## src/rtl/ika9958_regctrl.sv

```systemverilog
`default_nettype none
// +----------------------------------------------------------------------------+
// | Module      : ika9958_regctrl                                              |
// | Description : CPU port #0-#3 write sequencer for the IKA9958 register file |
// |               and VRAM address setup. Handles the port #1 two-byte latch,  |
// |               port #3 indirect writes through the R#17 pointer, and        |
// |               fixed-zero bit masking. Optional palette port sequencer on   |
// |               port #2 when IKA9958_PALETTE_PORT_EN is defined.             |
// | Revision    : 1.0 - initial release                                        |
// +----------------------------------------------------------------------------+
module ika9958_regctrl (
   input  logic        i_EMUCLK,
   input  logic        i_RST_n,
   input  logic        i_CPU_WR,
   input  logic        i_CPU_RD,
   input  logic [1:0]  i_CPU_PORT,
   input  logic [7:0]  i_CPU_DI,
   output logic        o_REG_WE,
   output logic [5:0]  o_REG_ADDR,
   output logic [7:0]  o_REG_DATA,
   output logic        o_VADDR_LD,
   output logic [13:0] o_VADDR,
   output logic        o_VADDR_WR,
   output logic [5:0]  o_R17_PTR
`ifdef IKA9958_PALETTE_PORT_EN
   ,
   output logic        o_PAL_WE,
   output logic [3:0]  o_PAL_ADDR,
   output logic [8:0]  o_PAL_DATA
`endif
);

   // Registers numbered at or above this limit do not exist in the file.
   localparam logic [5:0] c_reg_limit = 6'd47;
   localparam logic [5:0] c_reg_ptr   = 6'd17;
   localparam logic [5:0] c_reg_pal   = 6'd16;

   typedef enum logic [0:0] {
      P1_IDLE    = 1'b0,
      P1_LATCHED = 1'b1
   } p1_state_t;

   p1_state_t   p1_q, p1_d;
   logic [7:0]  first_q, first_d;
   logic [5:0]  ptr_q, ptr_d;
   logic        aii_q, aii_d;
   logic        reg_we_q, reg_we_d;
   logic [5:0]  reg_addr_q, reg_addr_d;
   logic [7:0]  reg_data_q, reg_data_d;
   logic        vaddr_ld_q, vaddr_ld_d;
   logic [13:0] vaddr_q, vaddr_d;
   logic        vaddr_wr_q, vaddr_wr_d;
`ifdef IKA9958_PALETTE_PORT_EN
   logic        pal_phase_q, pal_phase_d;
   logic [7:0]  pal_first_q, pal_first_d;
   logic [3:0]  pal_ptr_q, pal_ptr_d;
   logic        pal_we_q, pal_we_d;
   logic [3:0]  pal_addr_q, pal_addr_d;
   logic [8:0]  pal_data_q, pal_data_d;
`endif

   logic       w_wr;
   logic       w_rd;
   logic [5:0] w_p1_addr;

   // Bits hardwired to zero in the register file are cleared on the way out.
   function automatic logic [7:0] mask_data(input logic [5:0] addr, input logic [7:0] data);
      logic [7:0] m;
      m = data;
      if (addr == 6'd9)  m = data & 8'hCE;
      if (addr == 6'd15) m = data & 8'hBF;
      return m;
   endfunction

   // A write wins over a simultaneous read.
   assign w_wr      = i_CPU_WR;
   assign w_rd      = i_CPU_RD & ~i_CPU_WR;
   assign w_p1_addr = i_CPU_DI[5:0];

   // Command decode: next state of the port FSM, pointer and output registers.
   always_comb begin
      p1_d       = p1_q;
      first_d    = first_q;
      ptr_d      = ptr_q;
      aii_d      = aii_q;
      reg_we_d   = 1'b0;
      reg_addr_d = reg_addr_q;
      reg_data_d = reg_data_q;
      vaddr_ld_d = 1'b0;
      vaddr_d    = vaddr_q;
      vaddr_wr_d = vaddr_wr_q;
`ifdef IKA9958_PALETTE_PORT_EN
      pal_phase_d = pal_phase_q;
      pal_first_d = pal_first_q;
      pal_ptr_d   = pal_ptr_q;
      pal_we_d    = 1'b0;
      pal_addr_d  = pal_addr_q;
      pal_data_d  = pal_data_q;
`endif
      if (w_wr) begin
         case (i_CPU_PORT)
            2'd1: begin
               if (p1_q == P1_IDLE) begin
                  first_d = i_CPU_DI;
                  p1_d    = P1_LATCHED;
               end else begin
                  p1_d = P1_IDLE;
                  if (i_CPU_DI[7]) begin
                     if (w_p1_addr < c_reg_limit) begin
                        reg_we_d   = 1'b1;
                        reg_addr_d = w_p1_addr;
                        reg_data_d = mask_data(w_p1_addr, first_q);
                     end
                     if (w_p1_addr == c_reg_ptr) begin
                        ptr_d = first_q[5:0];
                        aii_d = first_q[7];
                     end
`ifdef IKA9958_PALETTE_PORT_EN
                     if (w_p1_addr == c_reg_pal) begin
                        pal_ptr_d   = first_q[3:0];
                        pal_phase_d = 1'b0;
                     end
`endif
                  end else begin
                     vaddr_ld_d = 1'b1;
                     vaddr_d    = {i_CPU_DI[5:0], first_q};
                     vaddr_wr_d = i_CPU_DI[6];
                  end
               end
            end
            2'd3: begin
               // Indirect write through the pointer; R#17 itself is not reachable.
               if ((ptr_q < c_reg_limit) && (ptr_q != c_reg_ptr)) begin
                  reg_we_d   = 1'b1;
                  reg_addr_d = ptr_q;
                  reg_data_d = mask_data(ptr_q, i_CPU_DI);
               end
               if (!aii_q) ptr_d = ptr_q + 6'd1;
            end
            2'd2: begin
               p1_d = P1_IDLE;
`ifdef IKA9958_PALETTE_PORT_EN
               if (!pal_phase_q) begin
                  pal_first_d = i_CPU_DI;
                  pal_phase_d = 1'b1;
               end else begin
                  pal_we_d    = 1'b1;
                  pal_addr_d  = pal_ptr_q;
                  pal_data_d  = {pal_first_q[6:4], i_CPU_DI[2:0], pal_first_q[2:0]};
                  pal_ptr_d   = pal_ptr_q + 4'd1;
                  pal_phase_d = 1'b0;
               end
`endif
            end
            default: p1_d = P1_IDLE;
         endcase
      end else if (w_rd && (i_CPU_PORT[1] == 1'b0)) begin
         // Reads of port #0 or #1 abandon a half-written port #1 pair.
         p1_d = P1_IDLE;
      end
   end

   // State and output registers.
   always_ff @(posedge i_EMUCLK or negedge i_RST_n) begin
      if (!i_RST_n) begin
         p1_q       <= P1_IDLE;
         first_q    <= 8'd0;
         ptr_q      <= 6'd0;
         aii_q      <= 1'b0;
         reg_we_q   <= 1'b0;
         reg_addr_q <= 6'd0;
         reg_data_q <= 8'd0;
         vaddr_ld_q <= 1'b0;
         vaddr_q    <= 14'd0;
         vaddr_wr_q <= 1'b0;
`ifdef IKA9958_PALETTE_PORT_EN
         pal_phase_q <= 1'b0;
         pal_first_q <= 8'd0;
         pal_ptr_q   <= 4'd0;
         pal_we_q    <= 1'b0;
         pal_addr_q  <= 4'd0;
         pal_data_q  <= 9'd0;
`endif
      end else begin
         p1_q       <= p1_d;
         first_q    <= first_d;
         ptr_q      <= ptr_d;
         aii_q      <= aii_d;
         reg_we_q   <= reg_we_d;
         reg_addr_q <= reg_addr_d;
         reg_data_q <= reg_data_d;
         vaddr_ld_q <= vaddr_ld_d;
         vaddr_q    <= vaddr_d;
         vaddr_wr_q <= vaddr_wr_d;
`ifdef IKA9958_PALETTE_PORT_EN
         pal_phase_q <= pal_phase_d;
         pal_first_q <= pal_first_d;
         pal_ptr_q   <= pal_ptr_d;
         pal_we_q    <= pal_we_d;
         pal_addr_q  <= pal_addr_d;
         pal_data_q  <= pal_data_d;
`endif
      end
   end

   assign o_REG_WE   = reg_we_q;
   assign o_REG_ADDR = reg_addr_q;
   assign o_REG_DATA = reg_data_q;
   assign o_VADDR_LD = vaddr_ld_q;
   assign o_VADDR    = vaddr_q;
   assign o_VADDR_WR = vaddr_wr_q;
   assign o_R17_PTR  = ptr_q;
`ifdef IKA9958_PALETTE_PORT_EN
   assign o_PAL_WE   = pal_we_q;
   assign o_PAL_ADDR = pal_addr_q;
   assign o_PAL_DATA = pal_data_q;
`endif

endmodule
`default_nettype wire

```

## config.mk

```make
export PLATFORM = sky130hd
export DESIGN_NAME = ika9958_regctrl
export DESIGN_NICKNAME = d
export VERILOG_FILES = /design/src/rtl/ika9958_regctrl.sv
export SDC_FILE = /design/constraint.sdc
export NUM_CORES = 1
export LEC_CHECK = 0
export CORE_MARGIN = 3
export CORE_UTILIZATION = 50
export DETAILED_ROUTE_END_ITERATION = 7
export MAX_ROUTING_LAYER = met4
export PLACE_DENSITY = 0.87
export SLEW_MARGIN = 20
export SYNTH_ARGS = -nofsm -noshare
export SYNTH_HDL_FRONTEND = slang
export SYNTH_SLANG_ARGS = --single-unit
```

## constraint.sdc

```tcl
create_clock -name i_EMUCLK -period 2.4 [get_ports i_EMUCLK]
set_input_delay 0.48 -clock i_EMUCLK [delete_from_list [all_inputs] [get_ports i_EMUCLK]]
set_output_delay 0.48 -clock i_EMUCLK [all_outputs]
set_load 0.01 [all_outputs]
```

==> results of run 1 <==
## routing by layer
metal	routed length, um	vias up	share of wire [%]	track usage [%]
li1	-	849	-	-
met1	2360	856	43	29.4
met2	2610	87	48	33.7
met3	302	15	5.6	3.65
met4	157	0	2.9	9.09
met5	0	-	0	-
## per-stage QoR
| step | area, sq um | utilization [%] |
|---|---|---|
| after floorplan | 2340 | - |
| after global placement | 2980 | 67.1 |
| after detailed placement | 2980 | 67.1 |
| after CTS | 3080 | 69.2 |
| after global routing | 3080 | 69.2 |
| final | 3080 | 69.2 |
## layout make-up
class / count / area [sq um] / area share, %
Multi-Input combinational cell: 136 / 1060 / 34.5
Tap cell: 52 / 65.1 / 2.11
Timing Repair Buffer: 68 / 656 / 21.3
Inverter: 6 / 22.5 / 0.732
Sequential cell: 47 / 1180 / 38.2
Clock buffer: 7 / 86.3 / 2.81
Clock inverter: 1 / 8.76 / 0.285
## kinds of logic (layout without fill, tap and decap cells)
kind of cell    after synthesis  count (layout)
buf+inv                      18              82
simple gates                 62              62
fa+ha+maj                     2               2
flops                        47              47
mux                          38              38
compound gates               34              34
## path summary, 6_finish.rpt
kind,end,slack [ns],cells after the start
max,aii_q,0.29,4
min,o_R17_PTR[3],0.07,1
max reg2reg,o_REG_DATA[0],0.37,6
min reg2reg,o_VADDR[8],0.49,1
max in group asynchronous,o_VADDR[12],1.60,2
min in group i_EMUCLK,o_VADDR[8],0.49,1
## layout by cell type, fill, tap and decap left out, types with 6 or more instances in the layout
master,count
o21ai_0,7
clkbuf_8,6
clkdlybuf4s50_1,49
buf_4,16
inv_1,6
mux2_4,9
a21oi_1,7
dfrtp_1,47
mux2_2,24
nand2_1,35
## sequential cells by signal, summed over array words and instances (netlist names)
signal      flops
o_REG_WE        1
aii_q           1
o_VADDR_LD      1
p1_q            1
o_VADDR_WR      1
first_q         8
o_REG_DATA      8
o_VADDR        14
o_REG_ADDR      6
o_R17_PTR       6
## critical path, stage by stage
cell and delay (ns):
clkdlybuf4s50_1 0.53, or4b_1 0.55, nor4_1 0.34, mux2_2 0.39
## power by group through the flow
stage               clock [mW]  combinational [mW]  sequential [mW]
floorplan                    0               0.439             1.34
global placement             0                1.10             1.28
detailed placement           0                1.14             1.29
CTS                      0.515                1.14             1.27
global route             0.541                1.21             1.32
finish                   0.497                1.13             1.27
==> flow_metrics.py, run 1 <==
metrics = {
    "clock_tree": {
        "clockRootBuffer": "clkbuf_8",
        "cts_repair_resize_count": 0,
        "cts.sinks": 47,
        "numCtsBuffers": 5,
        "clock_insertion_delay_worst_skew_ns": 0.30,
        "clk_pin_slew_ns": 0.09,
        "tritoncts": "built",
        "cts_setup_buffers": 0,
        "max-clock-path-buffers": 2,
        "cts.hold.buffers_added": 0,
        "cts_max_level": 2,
    },
    "global_route": {
        "grt_overflow_total": 0,
        "grtUsageTotal_pct": 22.1,
        "grt_pass1_vias": 1718,
        "initial_antenna_violation_count": 0,
        "largest_net_degree_at_the_start_of_global_routing": 35,
        "grt_pass1_wl_mm": 8.90,
    },
    "floorplanning": {
        "core_area_sq_mm": 0.00444,
        "start_util_pct": 52.6,
        "io-pin-count": 51,
        "die_y_um": 74.4,
        "die_width_um": 74.4,
        "std_cell_rows": 24,
        "fp.dieArea_sq_mm": 0.00553,
    },
    "status": {
        "outcome": "finished clean",
    },
    "place": {
        "detailedPlace.worstSlack_ns": 0.0449,
        "port_buffers": 50,
        "gpl.final_weighted_congestion": 0.900,
        "place.detailed.hpwl_mm": 4.14,
        "place.detailed.instances": 309,
    },
    "finish": {
        "diodes": 0,
        "syn2layout_area_growth_pct": 31.6,
        "fillers": 331,
        "finish.net_count": 280,
        "layout_cell_share_with_drive_strength_beyond_1_pct": 24.5,
        "final_std_cells_w_o_fill": 317,
    },
    "yosys": {
        "synth.net_count": 217,
        "synth_adder_area_share_pct": 1.07,
        "post_synth_most_frequent_cells": "47 x dfrtp_1, 35 x nand2_1, 24 x mux2_2, 9 x mux2_4",
        "yosysMostFrequentCell": "dfrtp_1",
        "syn_avg_cell_area_sq_um": 11.6,
        "yosys_register_bits": 47,
        "dominant_combinational_cell_family_by_area_after_synthesis": "multiplexers",
        "post_synth_xor_area_fraction_pct": 0,
        "fraction_of_registers_with_async_set_reset_pct": 100,
        "number_of_synthesized_flops_with_an_enable_pin": 0,
        "syn-cell-area_sq_mm": 0.00234,
        "synthDominantAreaCellType": "dfrtp_1",
        "synth_compound_area_share_pct": 10.8,
        "gate_count_after_technology_mapping": 201,
        "synth_top_area_share_pct": 50.3,
        "synth_sequential_area_ratio_pct": 50.3,
        "synth.mux.area_fraction_pct": 19.7,
        "yosys_most_used_dff": "dfrtp_1",
        "ys_types": 43,
        "ys.warnings.count": 0,
        "synth-simple-area-share_pct": 13.9,
        "synth_top_cells_by_area": "dfrtp_1 50%, mux2_2 12%, mux2_4 5.8%, nand2_1 5.6%, mux2_1 2.4%",
    },
    "sta": {
        "fin_hold_ws_ns": 0.0681,
        "finalCritPeriodShare_pct": 88.0,
        "tightest_slew_ns": 0.428,
        "fin_setup_tns_ns": 0,
        "timing.final.hold_violations": 0,
        "max_slew_margin_pct": 71.2,
        "setup_viol": 0,
        "period_minus_slack_ns": 2.11,
        "skew_ns": 0.00583,
        "report.final.slew_viol_count": 0,
        "rsz0062_at_grt": "no",
        "postLayoutSetupSlackWorst_ns": 0.289,
        "fmax_ghz": 0.474,
    },
    "job": {
        "drv.max_cap_violation_count": 0,
    },
    "critical_path": {
        "crit_path_start_kind": "primary input",
        "required_ns": 2.59,
        "timing.critical_path.to_type": "register",
        "beginning_of_the_critical_path": "i_CPU_DI[5]",
        "cp.arrival_ns": 2.30,
        "timing.setup.critical_path_class": "in -> reg",
        "regToRegStartpoint": "o_R17_PTR[0]",
        "worstPathMaxFanout": 4,
    },
    "pwr": {
        "internal_power_mw": 2.00,
        "worst_ir_drop_vdd_mv": 0.429,
        "power_frac_comb_pct": 39.0,
        "share_clk_of_total_power_pct": 17.1,
        "total_switching_power_uw": 901,
        "power.total_mw": 2.90,
        "p_per_area_mw_per_mm2": 942,
        "p_leak_nw": 1.39,
        "pwr-share-seq_pct": 43.9,
        "sw_frac_of_total_pct": 31.1,
    },
    "drt": {
        "mean_routed_wirelength_per_cell_um": 17.1,
        "drtIter0Drc": 123,
        "routed_wirelength_mm": 5.43,
        "remaining_drc_errors": 0,
        "ant_nets": 0,
        "detail_route.first_pass.iterations": 4,
        "vias_per_cell": 5.70,
        "detailroute.via_count": 1807,
    },
    "min_path": {
        "hold_path.class": "in -> async",
    },
}
Power figures use the tool's default switching activity.
==> inputs of run 2 (changes only) <==
--- a/config.mk
+++ b/config.mk
@@ -7,6 +7,7 @@
 export LEC_CHECK = 0
 export CORE_MARGIN = 3
 export CORE_UTILIZATION = 50
+export CTS_CLUSTER_DIAMETER = 200
 export DETAILED_ROUTE_END_ITERATION = 7
 export MAX_ROUTING_LAYER = met4
 export PLACE_DENSITY = 0.87
==> results of run 2 <==
The final DEF is identical to that of run 1; final timing and power are the same.
==> inputs of run 3 (changes only) <==
--- a/config.mk
+++ b/config.mk
@@ -9,6 +9,7 @@
 export CORE_UTILIZATION = 50
 export CTS_CLUSTER_DIAMETER = 200
 export DETAILED_ROUTE_END_ITERATION = 7
+export GPL_TIMING_DRIVEN = 0
 export MAX_ROUTING_LAYER = met4
 export PLACE_DENSITY = 0.87
 export SLEW_MARGIN = 20
==> run 3 against run 2 <==
Flip-flop and latch count did not move. Global-route usage fell by 1.4 points. Setup slack got worse by 0.14 ns. Via count decreased by 3.7%. Wire length decreased by 6.9%. Critical path depth is 1 higher. Count of clock-buffer cells in the layout fell by 1. Clock skew down 0.0017 ns. Largest cell class unchanged. Largest power group unchanged.
==> flow_metrics.py, run 3 (synthesized netlist as in run 1, its figures left out) <==
metrics = {
    "clock_tree": {
        "clockRootBuffer": "clkbuf_8",
        "cts_repair_resize_count": 0,
        "numCtsBuffers": 5,
        "cts_max_level": 2,
        "cts.sinks": 47,
        "cts.hold.buffers_added": 0,
        "clk_pin_slew_ns": 0.09,
        "clock_insertion_delay_worst_skew_ns": 0.30,
        "tritoncts": "built",
        "cts_setup_buffers": 0,
        "max-clock-path-buffers": 2,
    },
    "drt": {
        "vias_per_cell": 5.71,
        "ant_nets": 0,
        "routed_wirelength_mm": 5.06,
        "mean_routed_wirelength_per_cell_um": 16.6,
        "detail_route.first_pass.iterations": 4,
        "drtIter0Drc": 110,
        "detailroute.via_count": 1741,
        "remaining_drc_errors": 0,
    },
    "critical_path": {
        "worstPathMaxFanout": 10,
        "required_ns": 2.59,
        "crit_path_start_kind": "primary input",
        "timing.setup.critical_path_class": "in -> reg",
        "cp.arrival_ns": 2.45,
        "timing.critical_path.to_type": "register",
    },
    "sta": {
        "report.final.slew_viol_count": 0,
        "skew_ns": 0.00417,
        "timing.final.hold_violations": 0,
        "fin_setup_tns_ns": 0,
        "period_minus_slack_ns": 2.25,
        "postLayoutSetupSlackWorst_ns": 0.146,
        "setup_viol": 0,
        "tightest_slew_ns": 0.689,
        "max_slew_margin_pct": 54.0,
        "rsz0062_at_grt": "no",
        "finalCritPeriodShare_pct": 93.9,
        "fmax_ghz": 0.444,
    },
    "floorplanning": {
        "start_util_pct": 52.6,
        "io-pin-count": 51,
        "die_width_um": 74.4,
        "core_area_sq_mm": 0.00444,
        "die_y_um": 74.4,
        "fp.dieArea_sq_mm": 0.00553,
        "std_cell_rows": 24,
    },
    "finish": {
        "finish.net_count": 268,
        "ff_latch_area_sq_mm": 0.00118,
        "layout_commonest_cell": "dfrtp_1",
        "layout_cell_share_with_drive_strength_beyond_1_pct": 22.9,
        "fillers": 345,
        "largest_register_ff_count": 14,
        "diodes": 0,
        "final_cell_mix": "47 x dfrtp_1, 42 x clkdlybuf4s50_1, 35 x nand2_1",
        "syn2layout_area_growth_pct": 27.3,
        "multiInputGateArea_sq_mm": 0.00106,
    },
    "global_route": {
        "largest_net_degree_at_the_start_of_global_routing": 30,
        "grt_overflow_total": 0,
        "grtUsageTotal_pct": 20.7,
        "initial_antenna_violation_count": 0,
        "grt_pass1_wl_mm": 8.36,
        "grt_pass1_vias": 1731,
    },
    "place": {
        "port_buffers": 43,
        "place.detailed.hpwl_mm": 3.72,
        "gpl.final_weighted_congestion": 0.910,
        "detailedPlace.worstSlack_ns": -0.179,
    },
    "pwr": {
        "p_per_area_mw_per_mm2": 1000,
        "p_leak_nw": 1.34,
        "worst_ir_drop_vdd_mv": 0.488,
    },
    "status": {
        "outcome": "finished clean",
    },
    "job": {
        "drv.max_cap_violation_count": 0,
    },
    "min_path": {
        "hold_path.class": "in -> async",
    },
}
run 3: critical path, cell delays in order:
cell             delay [ns]
clkdlybuf4s50_1        0.54
nand2_1                0.32
nor4_4                 0.46
buf_4                  0.29
mux2_2                 0.35
run 3: power breakdown:
| group | switching, mW | total (mW) | internal [mW] |
|---|---|---|---|
| combinational | 0.401 | 1.10 | 0.694 |
| sequential | 0.219 | 1.27 | 1.05 |
| clock | 0.272 | 0.614 | 0.343 |
run 3: worst paths after layout:
check / start / endpoint / slack [ns] / cells after the start
worst max-delay path: i_CPU_PORT[0] / o_VADDR[7] / 0.15 / 5
worst min-delay path: i_RST_n / o_REG_DATA[4] / 0.21 / 1
worst max register to register: o_R17_PTR[0] / o_REG_ADDR[3] / 0.24 / 6
worst min register to register: o_VADDR[8] / o_VADDR[8] / 0.49 / 1
max in group asynchronous: i_RST_n / o_VADDR[11] / 1.66 / 2
min in group i_EMUCLK: i_CPU_DI[3] / o_VADDR[11] / 0.47 / 2
run 3: per-layer routing:
layer	wire length, um	track usage, %	vias up
met2	2380	30.6	70
met1	2250	27.0	837
li1	-	-	822
met3	315	3.65	12
met5	0	-	-
met4	104	11.1	0
run 3: stage by stage:
step	power [mW]	cells	hold slack, ns	instance area (sq um)	utilization [%]
finish	2.98	305	0.214	2980	67.0
CTS	3.01	305	0.233	2980	67.0
global route	3.16	305	0.261	2980	67.0
global placement	2.35	296	0.466	2830	63.8
floorplan	1.78	201	0.184	2340	-
detailed placement	2.39	297	0.475	2860	64.3
run 3: layout make-up:
class	count	share of cell area (%)
sequential	47	39.5
multi-input combinational	136	35.7
timing repair buffer	44	15.2
clock buffer	6	2.77
buffer	12	2.61
tap	52	2.18
clock inverter	2	1.30
inverter	6	0.756
